File: src/rtl/calc_req_issuer_if.sv
// Host/calculator-facing signal bundle for calc_req_issuer.
// slave = issuer's view, master = the surrounding host + calculator port.
interface calc_req_issuer_if;
    logic        req_valid;
    logic        req_ready;
    logic [3:0]  req_cmd;
    logic [31:0] req_op1;
    logic [31:0] req_op2;
    logic [3:0]  calc_cmd;
    logic [31:0] calc_data;
    logic [1:0]  calc_tag;
    logic [1:0]  calc_resp;
    logic [31:0] calc_out_data;
    logic [1:0]  calc_out_tag;
    logic        cpl_valid;
    logic [1:0]  cpl_resp;
    logic [31:0] cpl_data;
    logic [1:0]  cpl_tag;
    logic        busy;
    logic        spurious_err;

    modport slave (
        input  req_valid, req_cmd, req_op1, req_op2,
               calc_resp, calc_out_data, calc_out_tag,
        output req_ready, calc_cmd, calc_data, calc_tag,
               cpl_valid, cpl_resp, cpl_data, cpl_tag, busy, spurious_err
    );

    modport master (
        output req_valid, req_cmd, req_op1, req_op2,
               calc_resp, calc_out_data, calc_out_tag,
        input  req_ready, calc_cmd, calc_data, calc_tag,
               cpl_valid, cpl_resp, cpl_data, cpl_tag, busy, spurious_err
    );
endinterface

File: src/rtl/calc_req_issuer.sv
// Per-port request issuer: FIFO-buffers host requests, allocates 2-bit tags, drives the
// two-cycle calculator command protocol and returns completions. Optional per-tag
// response watchdog enabled by defining CALC_ISSUER_TIMEOUT_EN.
module calc_req_issuer #(
    parameter int FIFO_DEPTH = 4,
    parameter int TIMEOUT    = 255
) (
    input  logic               c_clk,
    input  logic               reset,
    calc_req_issuer_if.slave   bus
);
    localparam int PW = $clog2(FIFO_DEPTH);
    localparam int CW = $clog2(FIFO_DEPTH + 1);

    typedef enum logic [1:0] {IDLE, OP1, OP2} state_t;

    state_t      state_reg;
    logic [3:0]  cmd_mem [FIFO_DEPTH];
    logic [31:0] op1_mem [FIFO_DEPTH];
    logic [31:0] op2_mem [FIFO_DEPTH];
    logic [PW-1:0] wr_ptr_reg, rd_ptr_reg;
    logic [CW-1:0] count_reg, count_next;
    logic        req_ready_reg;

    logic [3:0]  cur_cmd_reg;
    logic [31:0] cur_op1_reg, cur_op2_reg;
    logic [1:0]  cur_tag_reg;

    logic [3:0]  inflight_reg, inflight_next;
    logic [3:0]  calc_cmd_reg;
    logic [31:0] calc_data_reg;
    logic [1:0]  calc_tag_reg;
    logic        cpl_valid_reg;
    logic [1:0]  cpl_resp_reg;
    logic [31:0] cpl_data_reg;
    logic [1:0]  cpl_tag_reg;
    logic        spurious_reg;

    logic        push, pop, eligible;
    logic [1:0]  alloc_tag;
    logic        resp_hit, resp_spur;
    logic        to_fire;
    logic [1:0]  to_tag;

    assign push      = bus.req_valid && req_ready_reg;
    assign eligible  = (count_reg != '0) && (inflight_reg != 4'hF);
    assign pop       = eligible && ((state_reg == IDLE) || (state_reg == OP2));
    assign resp_hit  = (bus.calc_resp != 2'd0) && inflight_reg[bus.calc_out_tag];
    assign resp_spur = (bus.calc_resp != 2'd0) && !inflight_reg[bus.calc_out_tag];

    // Lowest-index free tag; only meaningful when eligible.
    always_comb begin
        alloc_tag = 2'd0;
        for (int i = 3; i >= 0; i--) begin
            if (!inflight_reg[i]) alloc_tag = 2'(i);
        end
    end

    always_comb begin
        count_next = count_reg;
        if (push && !pop)
            count_next = count_reg + 1'b1;
        else if (!push && pop)
            count_next = count_reg - 1'b1;
    end

    // Freed tags only become visible to allocation through the register: no bypass.
    always_comb begin
        inflight_next = inflight_reg;
        if (resp_hit) inflight_next[bus.calc_out_tag] = 1'b0;
        if (to_fire)  inflight_next[to_tag] = 1'b0;
        if (pop)      inflight_next[alloc_tag] = 1'b1;
    end

`ifdef CALC_ISSUER_TIMEOUT_EN
    localparam int TW = ($clog2(TIMEOUT + 1) > 8) ? $clog2(TIMEOUT + 1) : 8;
    logic [3:0] expired;

    genvar gi;
    generate
        for (gi = 0; gi < 4; gi++) begin : g_wd
            logic [TW-1:0] cnt_reg;
            always_ff @(posedge c_clk or posedge reset) begin
                if (reset)
                    cnt_reg <= '0;
                else if (pop && (alloc_tag == 2'(gi)))
                    cnt_reg <= '0;
                else if (inflight_reg[gi] && !expired[gi])
                    cnt_reg <= cnt_reg + 1'b1;
            end
            assign expired[gi] = inflight_reg[gi] && (cnt_reg == TW'(TIMEOUT));
        end
    endgenerate

    // A real response owns the completion slot; expired tags wait a cycle.
    always_comb begin
        to_fire = !resp_hit && (expired != 4'd0);
        to_tag  = 2'd0;
        for (int i = 3; i >= 0; i--) begin
            if (expired[i]) to_tag = 2'(i);
        end
    end
`else
    logic unused_timeout;
    assign unused_timeout = (TIMEOUT == 0);
    assign to_fire = 1'b0;
    assign to_tag  = 2'd0;
`endif

    // Storage and popped-entry capture kept reset-free so the arrays map to RAM.
    always_ff @(posedge c_clk) begin
        if (push) begin
            cmd_mem[wr_ptr_reg] <= bus.req_cmd;
            op1_mem[wr_ptr_reg] <= bus.req_op1;
            op2_mem[wr_ptr_reg] <= bus.req_op2;
        end
        if (pop) begin
            cur_cmd_reg <= cmd_mem[rd_ptr_reg];
            cur_op1_reg <= op1_mem[rd_ptr_reg];
            cur_op2_reg <= op2_mem[rd_ptr_reg];
        end
    end

    always_ff @(posedge c_clk or posedge reset) begin
        if (reset) begin
            state_reg     <= IDLE;
            wr_ptr_reg    <= '0;
            rd_ptr_reg    <= '0;
            count_reg     <= '0;
            req_ready_reg <= 1'b0;
            cur_tag_reg   <= 2'd0;
            inflight_reg  <= 4'd0;
            calc_cmd_reg  <= 4'd0;
            calc_data_reg <= 32'd0;
            calc_tag_reg  <= 2'd0;
            cpl_valid_reg <= 1'b0;
            cpl_resp_reg  <= 2'd0;
            cpl_data_reg  <= 32'd0;
            cpl_tag_reg   <= 2'd0;
            spurious_reg  <= 1'b0;
        end else begin
            if (push) wr_ptr_reg <= wr_ptr_reg + 1'b1;
            if (pop) begin
                rd_ptr_reg  <= rd_ptr_reg + 1'b1;
                cur_tag_reg <= alloc_tag;
            end
            count_reg     <= count_next;
            req_ready_reg <= (count_next != CW'(FIFO_DEPTH));
            inflight_reg  <= inflight_next;

            // Bus outputs reflect the state held during the previous cycle.
            case (state_reg)
                OP1: begin
                    calc_cmd_reg  <= cur_cmd_reg;
                    calc_data_reg <= cur_op1_reg;
                    calc_tag_reg  <= cur_tag_reg;
                    state_reg     <= OP2;
                end
                OP2: begin
                    calc_cmd_reg  <= 4'd0;
                    calc_data_reg <= cur_op2_reg;
                    calc_tag_reg  <= cur_tag_reg;
                    state_reg     <= pop ? OP1 : IDLE;
                end
                default: begin
                    calc_cmd_reg  <= 4'd0;
                    calc_data_reg <= 32'd0;
                    calc_tag_reg  <= 2'd0;
                    state_reg     <= pop ? OP1 : IDLE;
                end
            endcase

            cpl_valid_reg <= resp_hit || to_fire;
            if (resp_hit) begin
                cpl_resp_reg <= bus.calc_resp;
                cpl_data_reg <= bus.calc_out_data;
                cpl_tag_reg  <= bus.calc_out_tag;
            end else if (to_fire) begin
                cpl_resp_reg <= 2'd3;
                cpl_data_reg <= 32'd0;
                cpl_tag_reg  <= to_tag;
            end
            if (resp_spur) spurious_reg <= 1'b1;
        end
    end

    assign bus.req_ready    = req_ready_reg;
    assign bus.calc_cmd     = calc_cmd_reg;
    assign bus.calc_data    = calc_data_reg;
    assign bus.calc_tag     = calc_tag_reg;
    assign bus.cpl_valid    = cpl_valid_reg;
    assign bus.cpl_resp     = cpl_resp_reg;
    assign bus.cpl_data     = cpl_data_reg;
    assign bus.cpl_tag      = cpl_tag_reg;
    assign bus.spurious_err = spurious_reg;
    assign bus.busy         = (count_reg != '0) || (state_reg != IDLE) || (inflight_reg != 4'd0);
endmodule

File: src/flat_wrapper.sv
// flat-port wrapper written by rule: the top's interface ports become plain ports
module calc_req_issuer_flat 
#(
    parameter int FIFO_DEPTH = 4,
    parameter int TIMEOUT    = 255
)
  (c_clk, reset, bus_req_valid, bus_req_cmd, bus_req_op1, bus_req_op2, bus_calc_resp, bus_calc_out_data, bus_calc_out_tag, bus_req_ready, bus_calc_cmd, bus_calc_data, bus_calc_tag, bus_cpl_valid, bus_cpl_resp, bus_cpl_data, bus_cpl_tag, bus_busy, bus_spurious_err);
  calc_req_issuer_if bus_i ();
  input  logic c_clk;
  input  logic reset;
  input wire logic [$bits(bus_i.req_valid)-1:0] bus_req_valid;
  input wire logic [$bits(bus_i.req_cmd)-1:0] bus_req_cmd;
  input wire logic [$bits(bus_i.req_op1)-1:0] bus_req_op1;
  input wire logic [$bits(bus_i.req_op2)-1:0] bus_req_op2;
  input wire logic [$bits(bus_i.calc_resp)-1:0] bus_calc_resp;
  input wire logic [$bits(bus_i.calc_out_data)-1:0] bus_calc_out_data;
  input wire logic [$bits(bus_i.calc_out_tag)-1:0] bus_calc_out_tag;
  output wire logic [$bits(bus_i.req_ready)-1:0] bus_req_ready;
  output wire logic [$bits(bus_i.calc_cmd)-1:0] bus_calc_cmd;
  output wire logic [$bits(bus_i.calc_data)-1:0] bus_calc_data;
  output wire logic [$bits(bus_i.calc_tag)-1:0] bus_calc_tag;
  output wire logic [$bits(bus_i.cpl_valid)-1:0] bus_cpl_valid;
  output wire logic [$bits(bus_i.cpl_resp)-1:0] bus_cpl_resp;
  output wire logic [$bits(bus_i.cpl_data)-1:0] bus_cpl_data;
  output wire logic [$bits(bus_i.cpl_tag)-1:0] bus_cpl_tag;
  output wire logic [$bits(bus_i.busy)-1:0] bus_busy;
  output wire logic [$bits(bus_i.spurious_err)-1:0] bus_spurious_err;
  assign bus_i.req_valid = bus_req_valid;
  assign bus_i.req_cmd = bus_req_cmd;
  assign bus_i.req_op1 = bus_req_op1;
  assign bus_i.req_op2 = bus_req_op2;
  assign bus_i.calc_resp = bus_calc_resp;
  assign bus_i.calc_out_data = bus_calc_out_data;
  assign bus_i.calc_out_tag = bus_calc_out_tag;
  assign bus_req_ready = bus_i.req_ready;
  assign bus_calc_cmd = bus_i.calc_cmd;
  assign bus_calc_data = bus_i.calc_data;
  assign bus_calc_tag = bus_i.calc_tag;
  assign bus_cpl_valid = bus_i.cpl_valid;
  assign bus_cpl_resp = bus_i.cpl_resp;
  assign bus_cpl_data = bus_i.cpl_data;
  assign bus_cpl_tag = bus_i.cpl_tag;
  assign bus_busy = bus_i.busy;
  assign bus_spurious_err = bus_i.spurious_err;
  calc_req_issuer #(.FIFO_DEPTH(FIFO_DEPTH), .TIMEOUT(TIMEOUT)) u_core (.c_clk(c_clk), .reset(reset), .bus(bus_i));
endmodule
File: config.mk
export PLATFORM = sky130hd
export DESIGN_NAME = calc_req_issuer_flat
export DESIGN_NICKNAME = d
export VERILOG_FILES = /design/src/rtl/calc_req_issuer_if.sv /design/src/rtl/calc_req_issuer.sv /design/src/flat_wrapper.sv
export SDC_FILE = /design/constraint.sdc
export NUM_CORES = 1
export LEC_CHECK = 0
export BUFFER_PORTS_ARGS = -buffer_cell sky130_fd_sc_hd__buf_4
export CORE_MARGIN = 2
export CORE_UTILIZATION = 40
export CTS_CLUSTER_DIAMETER = 30
export DETAILED_ROUTE_END_ITERATION = 10
export PLACE_DENSITY = 0.71
export SYNTH_ARGS = -nofsm -noshare
export SYNTH_HDL_FRONTEND = slang
export SYNTH_SLANG_ARGS = --single-unit
File: constraint.sdc
create_clock -name c_clk -period 3.22 [get_ports c_clk]
set_input_delay 0.644 -clock c_clk [delete_from_list [all_inputs] [get_ports c_clk]]
set_output_delay 0.644 -clock c_clk [all_outputs]
set_load 0.03 [all_outputs]
==> impl_metrics.env <==
export IMPL_cts_sinks=432
export IMPL_p_per_area_mw_per_mm2=1150
export IMPL_cp_buffers_inverters=2
export IMPL_crit_arrival_ns=1.75
export IMPL_crit_type="flop to primary output"
export IMPL_nets=1103
export IMPL_synth_cells=731
export IMPL_worstPathCellList="inv_1 > ha_1 > nor2b_1 > nand3_1 > buf_4"
export IMPL_cap_violations=0
export IMPL_place_hpwl_mm=17.4
export IMPL_io_pins=185
export IMPL_numCtsBuffers=89
export IMPL_status="completed"
export IMPL_synth_nets=848
export IMPL_grt_pass1_wl_mm=49.0
export IMPL_ys_types=41
export IMPL_final_layout_size_suffix_gt1_frac=0.439
export IMPL_cp_slowest_cell="dfrtp_1"
export IMPL_peakVddDrop_mv=0.822
export IMPL_synth_ff_type="edfxtp_1"
export IMPL_timing_fmax_mhz=417
export IMPL_min_path_type="input pin to async pin"
export IMPL_antenna_left=0
export IMPL_async_flop_share=0.213
export IMPL_path_clk_slew_ns=0.04
export IMPL_clock_latency_ns=0.59
export IMPL_hold_viol_final=0
export IMPL_coreArea_mm2=0.0388
export IMPL_viasPerCell=4.90
export IMPL_clockBufferDepth=3
export IMPL_drtIter0Drc=445
export IMPL_cp_end_kind="primary output"
export IMPL_gp_congestion=0.759
export IMPL_start_kind="flop"
export IMPL_fillers=2957
export IMPL_fin_setup_tns_ns=0
export IMPL_grtUsageTotal=0.159
export IMPL_wl_mm=31.9
export IMPL_crit_cells=5
export IMPL_initial_core_util=0.408
export IMPL_drc=0
export IMPL_wl_per_cell_um=20.2
export IMPL_worstPathMaxFanout=6
export IMPL_period_share=0.745
export IMPL_slowest_delay_ns=0.43
export IMPL_worst_pin_slew_ns=1.09
export IMPL_worstPathRequired_ns=2.58
export IMPL_syn_area_mm2=0.0158
export IMPL_grt_start_max_net_pins=68
export IMPL_ff_latch_area_mm2=0.0125
export IMPL_ctsHoldBuffers=0
export IMPL_clockRootBuffer="clkbuf_16"
export IMPL_setup_viol=0
export IMPL_worstRegToRegCells=8
export IMPL_port_buffers=184
export IMPL_cts_tree="done"
export IMPL_drt_first_pass_iters=4
export IMPL_rows=72
export IMPL_reg_top3="u_core.op1_mem (128), u_core.op2_mem (128)"
export IMPL_h_tree_depth=3
export IMPL_fp_dieH_um=203
export IMPL_dr_total_vias=7733
export IMPL_antenna_found_initial=0
export IMPL_crit_family="flip-flops"
export IMPL_antenna_cells=0
export IMPL_synth_seq_area_share=0.790
export IMPL_syn_area_per_cell_um2=21.7
export IMPL_grt_overflow=0
export IMPL_post_cts_buffers=0
export IMPL_fin_crit_ns=2.40
export IMPL_die_w_um=203
export IMPL_ys_warn_count=0
export IMPL_ys_ff_latch=432
export IMPL_skew_ns=0.0256
export IMPL_area_growth_pct=32.7
export IMPL_grt_setup_unrepaired="false"
export IMPL_utilization=0.541
export IMPL_grt_pass1_vias=8563
export IMPL_synth_edf_count=340
export IMPL_cts_resized=0
export IMPL_slew_violations=0
export IMPL_relSlewSlack=0.271
export IMPL_dieArea_mm2=0.0412
export IMPL_power_leakage_uw=0.00790
export IMPL_multi_input_area_mm2=0.00310
[stage by stage]
step | instances | instance area (um^2) | total power (uW) | hold WS, ns | worst slack [ns]
finish | 1578 | 21000 | 24300 | 0.204 | 0.821
global route | 1578 | 21000 | 25400 | 0.219 | 0.711
CTS | 1578 | 21000 | 24600 | 0.194 | 0.783
detailed placement | 1413 | 17900 | 15200 | 0.454 | 0.649
global placement | 1413 | 17900 | 15000 | 0.449 | 0.683
floorplan | 731 | 15800 | 13000 | 0.433 | 0.184
[power by group]
part | internal (uW) | switching (uW)
Sequential | 8150 | 700
Clock | 6420 | 2870
Combinational | 2600 | 3510
Total | 17200 | 7080
[worst paths after layout]
kind	start	endpoint	slack, ns
hold reg to reg	u_core.cur_cmd_reg[1]$_DFFE_PN_	u_core.bus.calc_cmd[1]$_DFF_PP0_	0.47
max in group asynchronous	reset	u_core.bus.calc_data[30]$_DFF_PP0_	2.22
setup / recovery	u_core.count_reg[0]$_DFF_PP0_	bus_busy	0.82
hold / removal	reset	u_core.bus.cpl_data[19]$_DFFE_PP0N_	0.20
setup reg to reg	u_core.state_reg[0]$_DFF_PP0_	u_core.rd_ptr_reg[1]$_DFFE_PP0N_	0.94
min in group c_clk	bus_req_op2[17]	u_core.op2_mem[0][17]$_DFFE_PP_	0.25
[cells by family (layout without fill, tap and decap cells)]
group	count (synthesis)	count (layout)	share of synthesized area
xor+xnor	5	5	0.00276
mux	103	103	0.129
buf+inv	45	374	0.0159
flops	432	432	0.790
compound gates	56	56	0.0260
simple gates	80	80	0.0283
fa+ha+maj	10	10	0.00790
[cell usage after synthesis, types with 4 or more instances]
| cell | number | area, um^2 |
|---|---|---|
| nor2b_1 | 33 | 206 |
| edfxtp_1 | 340 | 10200 |
| o21ai_0 | 6 | 30.0 |
| nor4_1 | 4 | 25.0 |
| buf_2 | 9 | 45.0 |
| nand2_1 | 15 | 56.3 |
| xnor2_1 | 5 | 43.8 |
| mux4_2 | 69 | 1550 |
| clkbuf_1 | 17 | 63.8 |
| a21oi_1 | 4 | 20.0 |
| dfrtp_1 | 92 | 2300 |
| and2_1 | 7 | 43.8 |
| nand3_1 | 4 | 20.0 |
| and3_1 | 4 | 25.0 |
| a22oi_1 | 33 | 248 |
| inv_1 | 10 | 37.5 |
| mux2_4 | 29 | 435 |
| ha_1 | 10 | 125 |
| mux2_2 | 5 | 56.3 |
| nor2_1 | 7 | 26.3 |
[final cells by class]
class	count	share of cell area
Clock inverter	55	0.0336
Clock buffer	110	0.115
Multi-Input combinational cell	254	0.148
Sequential cell	432	0.596
Tap cell	518	0.0308
Timing Repair Buffer	198	0.0755
Inverter	11	0.00214
[cells in the final DEF (no fill, tap or decap), types with 6 or more instances in the layout]
master,n
bufinv_16,14
clkbuf_8,8
clkinv_4,7
a22oi_1,33
ha_1,7
nand2_1,15
nor2b_1,33
buf_4,190
clkbuf_1,12
nor2_1,7
dfrtp_1,90
clkinvlp_4,9
mux4_2,69
edfxtp_1,340
buf_12,8
clkinv_2,14
inv_1,9
and2_1,7
clkbuf_16,90
inv_6,7
mux2_4,29
o21ai_0,6
[per-layer routing]
| metal | GRT usage | vias to the layer above | share of wire |
|---|---|---|---|
| li1 | - | 3472 | - |
| met1 | 0.195 | 3950 | 0.41 |
| met2 | 0.264 | 252 | 0.50 |
| met3 | 0.0523 | 59 | 0.070 |
| met4 | 0.0566 | 0 | 0.020 |
| met5 | 0 | - | 0 |
No activity file was read; power rests on OpenSTA's default activity.
